$ cat src/rtl/jpeg_idct_serialise_if.sv
// Stream bundle for the IDCT column-pass reassembly stage.
// inport_*  : 4-sample column beats from the IDCT datapath (valid/accept handshake).
// outport_* : raster-ordered serial samples to the next stage (valid/ready handshake).
// Suffixes _i/_o give the direction as seen by the serialiser (slave modport).
interface jpeg_idct_serialise_if #(
    parameter int unsigned DATA_W = 16
);
    logic              inport_valid_i;
    logic [DATA_W-1:0] inport_data0_i;
    logic [DATA_W-1:0] inport_data1_i;
    logic [DATA_W-1:0] inport_data2_i;
    logic [DATA_W-1:0] inport_data3_i;
    logic [3:0]        inport_idx_i;
    logic              inport_accept_o;
    logic              outport_valid_o;
    logic [DATA_W-1:0] outport_data_o;
    logic [5:0]        outport_idx_o;
    logic              outport_last_o;
    logic              outport_ready_i;

    // Serialiser side
    modport slave (
        input  inport_valid_i, inport_data0_i, inport_data1_i, inport_data2_i,
               inport_data3_i, inport_idx_i, outport_ready_i,
        output inport_accept_o, outport_valid_o, outport_data_o, outport_idx_o,
               outport_last_o
    );

    // Producer/consumer side
    modport master (
        output inport_valid_i, inport_data0_i, inport_data1_i, inport_data2_i,
               inport_data3_i, inport_idx_i, outport_ready_i,
        input  inport_accept_o, outport_valid_o, outport_data_o, outport_idx_o,
               outport_last_o
    );
endinterface

$ cat src/rtl/jpeg_idct_serialise.sv
// Ping-pong reassembly buffer for the IDCT column pass.
// Accepts 16 beats per 8x8 block, each carrying 4 rows of one column
// (beat b -> rows 4*b[3]+0..3, column b[2:0]), and drains the block as a
// raster-ordered serial stream idx 0..63 while the other bank fills.
// Ports:
//   clk_i        clock
//   rst_ni       asynchronous active-low reset
//   img_start_i  synchronous flush of all buffered blocks
//   bus          stream bundle (slave modport): inport beats in, outport samples out
module jpeg_idct_serialise #(
    parameter int unsigned DATA_W = 16
) (
    input  logic                  clk_i,
    input  logic                  rst_ni,
    input  logic                  img_start_i,
    jpeg_idct_serialise_if.slave  bus
);
    localparam int unsigned DEPTH = 64;
    localparam int unsigned IDX_W = 6;
    localparam int unsigned LANES = 4;

    logic [DATA_W-1:0] mem_q [2][DEPTH];

    logic [1:0]       full_q,    full_d;
    logic             wr_bank_q, wr_bank_d;
    logic             rd_bank_q, rd_bank_d;
    logic [IDX_W-1:0] rd_idx_q,  rd_idx_d;

    logic              in_fire;
    logic              out_fire;
    logic              wr_en;
    logic [DATA_W-1:0] lane [LANES];

    // Handshake and read-side outputs are pure functions of state
    assign bus.inport_accept_o = ~full_q[wr_bank_q];
    assign bus.outport_valid_o = full_q[rd_bank_q];
    assign bus.outport_data_o  = mem_q[rd_bank_q][rd_idx_q];
    assign bus.outport_idx_o   = rd_idx_q;
    assign bus.outport_last_o  = full_q[rd_bank_q] & (rd_idx_q == IDX_W'(DEPTH - 1));

    assign in_fire  = bus.inport_valid_i & bus.inport_accept_o;
    assign out_fire = bus.outport_valid_o & bus.outport_ready_i;
    // A flush drops any beat presented in the same cycle
    assign wr_en    = in_fire & ~img_start_i;

    assign lane[0] = bus.inport_data0_i;
    assign lane[1] = bus.inport_data1_i;
    assign lane[2] = bus.inport_data2_i;
    assign lane[3] = bus.inport_data3_i;

    // Sample storage; raster address of lane k is {idx[3], k, idx[2:0]}
    always_ff @(posedge clk_i) begin
        if (wr_en) begin
            for (int k = 0; k < int'(LANES); k++) begin
                mem_q[wr_bank_q][{bus.inport_idx_i[3], 2'(k), bus.inport_idx_i[2:0]}] <= lane[k];
            end
        end
    end

    // Bank bookkeeping; fill and drain always target different banks
    always_comb begin
        full_d    = full_q;
        wr_bank_d = wr_bank_q;
        rd_bank_d = rd_bank_q;
        rd_idx_d  = rd_idx_q;
        if (img_start_i) begin
            full_d    = '0;
            wr_bank_d = 1'b0;
            rd_bank_d = 1'b0;
            rd_idx_d  = '0;
        end else begin
            if (in_fire && (bus.inport_idx_i == 4'd15)) begin
                full_d[wr_bank_q] = 1'b1;
                wr_bank_d         = ~wr_bank_q;
            end
            if (out_fire) begin
                rd_idx_d = rd_idx_q + IDX_W'(1);
                if (rd_idx_q == IDX_W'(DEPTH - 1)) begin
                    full_d[rd_bank_q] = 1'b0;
                    rd_bank_d         = ~rd_bank_q;
                end
            end
        end
    end

    // State register
    always_ff @(posedge clk_i or negedge rst_ni) begin
        if (!rst_ni) begin
            full_q    <= '0;
            wr_bank_q <= 1'b0;
            rd_bank_q <= 1'b0;
            rd_idx_q  <= '0;
        end else begin
            full_q    <= full_d;
            wr_bank_q <= wr_bank_d;
            rd_bank_q <= rd_bank_d;
            rd_idx_q  <= rd_idx_d;
        end
    end
endmodule
$ cat src/flat_wrapper.sv
// flat-port wrapper written by rule: the top's interface ports become plain ports
module jpeg_idct_serialise_flat 
#(
    parameter int unsigned DATA_W = 16
)
  (clk_i, rst_ni, img_start_i, bus_inport_valid_i, bus_inport_data0_i, bus_inport_data1_i, bus_inport_data2_i, bus_inport_data3_i, bus_inport_idx_i, bus_outport_ready_i, bus_inport_accept_o, bus_outport_valid_o, bus_outport_data_o, bus_outport_idx_o, bus_outport_last_o);
  jpeg_idct_serialise_if #(.DATA_W(DATA_W)) bus_i ();
  input  logic clk_i;
  input  logic rst_ni;
  input  logic img_start_i;
  input wire logic [$bits(bus_i.inport_valid_i)-1:0] bus_inport_valid_i;
  input wire logic [$bits(bus_i.inport_data0_i)-1:0] bus_inport_data0_i;
  input wire logic [$bits(bus_i.inport_data1_i)-1:0] bus_inport_data1_i;
  input wire logic [$bits(bus_i.inport_data2_i)-1:0] bus_inport_data2_i;
  input wire logic [$bits(bus_i.inport_data3_i)-1:0] bus_inport_data3_i;
  input wire logic [$bits(bus_i.inport_idx_i)-1:0] bus_inport_idx_i;
  input wire logic [$bits(bus_i.outport_ready_i)-1:0] bus_outport_ready_i;
  output wire logic [$bits(bus_i.inport_accept_o)-1:0] bus_inport_accept_o;
  output wire logic [$bits(bus_i.outport_valid_o)-1:0] bus_outport_valid_o;
  output wire logic [$bits(bus_i.outport_data_o)-1:0] bus_outport_data_o;
  output wire logic [$bits(bus_i.outport_idx_o)-1:0] bus_outport_idx_o;
  output wire logic [$bits(bus_i.outport_last_o)-1:0] bus_outport_last_o;
  assign bus_i.inport_valid_i = bus_inport_valid_i;
  assign bus_i.inport_data0_i = bus_inport_data0_i;
  assign bus_i.inport_data1_i = bus_inport_data1_i;
  assign bus_i.inport_data2_i = bus_inport_data2_i;
  assign bus_i.inport_data3_i = bus_inport_data3_i;
  assign bus_i.inport_idx_i = bus_inport_idx_i;
  assign bus_i.outport_ready_i = bus_outport_ready_i;
  assign bus_inport_accept_o = bus_i.inport_accept_o;
  assign bus_outport_valid_o = bus_i.outport_valid_o;
  assign bus_outport_data_o = bus_i.outport_data_o;
  assign bus_outport_idx_o = bus_i.outport_idx_o;
  assign bus_outport_last_o = bus_i.outport_last_o;
  jpeg_idct_serialise #(.DATA_W(DATA_W)) u_core (.clk_i(clk_i), .rst_ni(rst_ni), .img_start_i(img_start_i), .bus(bus_i));
endmodule
$ cat config.mk
export PLATFORM = sky130hd
export DESIGN_NAME = jpeg_idct_serialise_flat
export DESIGN_NICKNAME = d
export VERILOG_FILES = /design/src/rtl/jpeg_idct_serialise_if.sv /design/src/rtl/jpeg_idct_serialise.sv /design/src/flat_wrapper.sv
export SDC_FILE = /design/constraint.sdc
export NUM_CORES = 2
export LEC_CHECK = 0
export ABC_AREA = 1
export BUFFER_PORTS_ARGS = -buffer_cell sky130_fd_sc_hd__buf_2
export CORE_ASPECT_RATIO = 0.7
export CORE_MARGIN = 2
export CORE_UTILIZATION = 32
export CTS_BUF_LIST = sky130_fd_sc_hd__clkbuf_4 sky130_fd_sc_hd__clkbuf_8
export DETAILED_ROUTE_END_ITERATION = 6
export SYNTH_ARGS = -nofsm -noshare
export SYNTH_HDL_FRONTEND = slang
export SYNTH_SLANG_ARGS = --single-unit
$ cat constraint.sdc
create_clock -name clk_i -period 5.8 [get_ports clk_i]
set_input_delay 0.87 -clock clk_i [delete_from_list [all_inputs] [get_ports clk_i]]
set_output_delay 0.87 -clock clk_i [all_outputs]
set_load 0.02 [all_outputs]
==> impl_results.rst <==
.. list-table::
   :header-rows: 1

   * - Metric
     - Value
   * - Placeable Area
     - 0.282 mm²
   * - Worst path max stage delay
     - 0.64 ns
   * - Net Count, Synth
     - slightly below 9,000
   * - Per-cell routed wire length
     - between 20 and 25 µm
   * - Async set-reset flop share out of synthesis
     - less than 1%
   * - Iter 0 DRT Violations
     - a little under 10,000
   * - Max IR drop VDD
     - approximately 0.00019 V
   * - Endpoints failing setup
     - 0
   * - Maximum number of pins on one net before global-route repair
     - about 180
   * - Required time at the worst-slack endpoint
     - a little under 5 ns
   * - Count of nets after finishing
     - ~8,800
   * - Final instance area
     - approximately 0.1 mm²
   * - Overall power consumption
     - roughly 29 mW
   * - Post-detailed-route count of antenna-violating nets
     - 0
   * - Pre-CTS setup slack
     - approximately 1.4 ns
   * - Synthesis-stage register bit count
     - around 2,100
   * - PD cells
     - between 200 and 300 mW/mm²
   * - Per-instance average area after synthesis
     - around 10 µm²
   * - Chain of cells forming the critical path
     - inv_16, buf_4, nand2_1, nand3_1, nand3_1, nand2_1, nand2_1, nand2_1, nor2_1, nor2_1, nor2_1, nor2_1, buf_2
   * - Level count of the clock H-tree
     - 5
   * - DRC errors left
     - 0
   * - Via count
     - between 60,000 and 70,000
   * - Ranking of synthesized cells by instance count
     - nand2_1 (2,987), edfxtp_1 (2,048), nand3_1 (1,397)
   * - Skew final
     - about 0.043 ns
   * - Via count normalized by instance count
     - between 5 and 6
   * - Tightest Pin Transition
     - 1.42 ns
   * - Share of the synthesized area in the top cell type
     - slightly below 70%
   * - Max-capacitance violation count
     - 0
   * - Worst Setup Start Kind
     - flip-flop
   * - Utilization of the core after routing
     - roughly 36%
   * - Run status
     - completed
   * - Die boundary width
     - between 600 and 700 µm
   * - Post-synthesis instance total
     - between 8,000 and 9,000
   * - Unrepaired setup endpoints after global routing
     - no
   * - Die outline height
     - 449 µm
   * - Clock latency at the later pin of the worst-skew pair
     - approximately 0.97 ns
   * - Shortest clock period the worst path allows after layout
     - about 5.3 ns
   * - Class of the worst hold path
     - in2reg
   * - Sinks on Clock Net
     - between 2,000 and 2,500
   * - Antenna violations before repair
     - 25
   * - Final Hold Slack
     - 0.221 ns
   * - Area of the die
     - between 0.2 and 0.3 mm²
   * - Sequential area share after synthesis
     - between 60% and 70%
   * - Ys flop type
     - edfxtp_1
   * - Total overflow reported by the global router
     - 0
   * - Post-CTS Setup Repair Bufs
     - 0
   * - Max-slew violation count
     - 0
   * - Via count of the first global-routing pass
     - around 64,000
   * - Yosys synthesis warning count
     - 0
   * - Final wirelength
     - 301 mm
   * - FMAX
     - about 190 MHz
   * - Final-layout setup total negative slack
     - 0 ns
   * - Relative slew margins
     - under 10%
   * - Number of buffers between clock root and the deepest sink
     - 4
   * - Start-to-end type of the worst setup path
     - reg2out
   * - Initial core utilization
     - between 30% and 40%
   * - Number of flops mapped to enable cells by yosys
     - 2,048
   * - Root Buffer
     - clkbuf_8
   * - Number of failing hold endpoints at the final stage
     - 0
   * - Global-route wire length before repair
     - ~430 mm
   * - Placed wire-length estimate
     - 164 mm
   * - Critical-path top delay cell
     - dfrtp_4
   * - CP Capture Type
     - output pin
   * - Cell count after placement
     - about 12,000
   * - Number of fillers in the final layout
     - around 28,000
   * - Area taken by flip-flops and latches
     - 0.0618 mm²
   * - Area delta synth->final
     - 11.6%
   * - Placer's final routability congestion estimate
     - around 0.83
   * - IO Count
     - 98
   * - # resized after CTS
     - 0
   * - Router iterations before antenna repair
     - 7
   * - Cell area after synthesis
     - 0.0905 mm²
   * - Top cells by area in the synthesized netlist
     - edfxtp_1 (68%), nand2_1 (12%), nand3_1 (7.7%), o21ai_0 (3.6%), inv_1 (1.7%)
   * - Cts bufs inserted
     - 300
   * - Final Instance Count excl. Fillers
     - around 13,000
   * - Cell with the most instances after synthesis
     - nand2_1
   * - Worst reg-to-reg setup slack
     - about 2.0 ns
   * - Core Rows
     - 163
   * - Synth unique cells
     - 30
   * - Worst Path Max Fanout
     - 138
   * - Area post-placement
     - about 0.095 mm²
   * - Total global routing track utilization
     - about a fifth
   * - Clock slew at the register clock pins of the worst setup and hold paths
     - roughly 0.07 ns
   * - TritonCTS clock tree
     - built
   * - Fraction of layout cells with a size suffix above 1
     - under 10%
   * - Port Buffers
     - 97
   * - Most area-hungry cell type in the Yosys netlist
     - edfxtp_1
   * - Endpoint arrival time on the critical path
     - ~4.5 ns
   * - Final worst slack
     - approximately 0.47 ns
   * - Final worst-path cycle share
     - roughly nine tenths
   * - Leakage
     - approximately 38 nW
   * - Area occupied by multi-input gates
     - approximately 0.025 mm²
critical path, delay by kind of cell (launching register included):
kind | cells | cell delay (ns)
buf+inv | 3 | 1.14
flops | 1 | 0.64
simple gates | 10 | 1.62
cell families after synthesis:
group | count (synthesis) | synth area share [%]
adder cells (fa/ha/maj) | 1 | 0.0138
flip-flops | 2058 | 68.2
AND/OR/NAND/NOR | 4772 | 21.8
buffers and inverters | 1052 | 4.95
AO/OA/AOI/OAI | 903 | 5.02
cell usage in the layout (no fill, tap or decap), drive strengths merged:
master       Yosys  final
nand3         1397   1397
clkinv           4     73
diode            0      6
o211ai           2      2
clkbuf         281    434
buf            361    279
dfrtp           10     10
o22ai            2      2
edfxtp        2048   2048
clkinvlp         0      9
ha               1      1
nor3             5      5
inv            406    412
a211oi           2      2
bufinv           0      2
dlygate4sd3      0      1
nor2           374    374
nand4            7      7
nor4             1      1
o21ai          887    887
a21oi            9      9
nand2         2988   2988
a221oi           1      1
cell type report:
type                       instances  share of cell area, %
clock inverter                    86                  0.441
multi-input combinational       5676                   24.4
antenna                            6                 0.0149
timing repair buffer             280                   2.54
tap                             3795                   4.70
inverter                         410                   1.56
sequential                      2058                   61.2
clock buffer                     434                   5.16
power by group:
group          switching, mW  internal, mW
Sequential            0.0144          16.4
Clock                   5.71          5.85
Combinational          0.750         0.193
what timing repair did:
item	4_1_cts	5_1_grt
endpoints found under the setup margin	0	0
hold buffers	1	0
hold endpoints to repair	10	0
registers in the layout, summed over array words and instances (netlist names):
name / flops
u_core.rd_bank_q: 1
u_core.wr_bank_q: 1
u_core.mem_q: 2048
u_core.full_q: 2
u_core.bus.outport_idx_o: 6
final timing paths:
| check | from | to | cells after the start |
|---|---|---|---|
| worst max-delay path | u_core.rd_bank_q | bus_outport_data_o[8] | 13 |
| worst min-delay path | bus_inport_data0_i[8] | u_core.mem_q[1][984] | 1 |
| worst max register to register | u_core.full_q[0] | u_core.mem_q[0][537] | 8 |
| worst min register to register | u_core.full_q[0] | u_core.full_q[0] | 2 |
| max in group asynchronous | rst_ni | u_core.bus.outport_idx_o[1] | 2 |
| min in group asynchronous | rst_ni | u_core.bus.outport_idx_o[0] | 2 |
routing by layer:
metal	wire (µm)	GRT usage, %
met5	66	0
met4	10000	6.78
met3	33500	4.22
met2	131000	30.5
met1	126000	29.2
No activity file was read; power rests on OpenSTA's default activity.
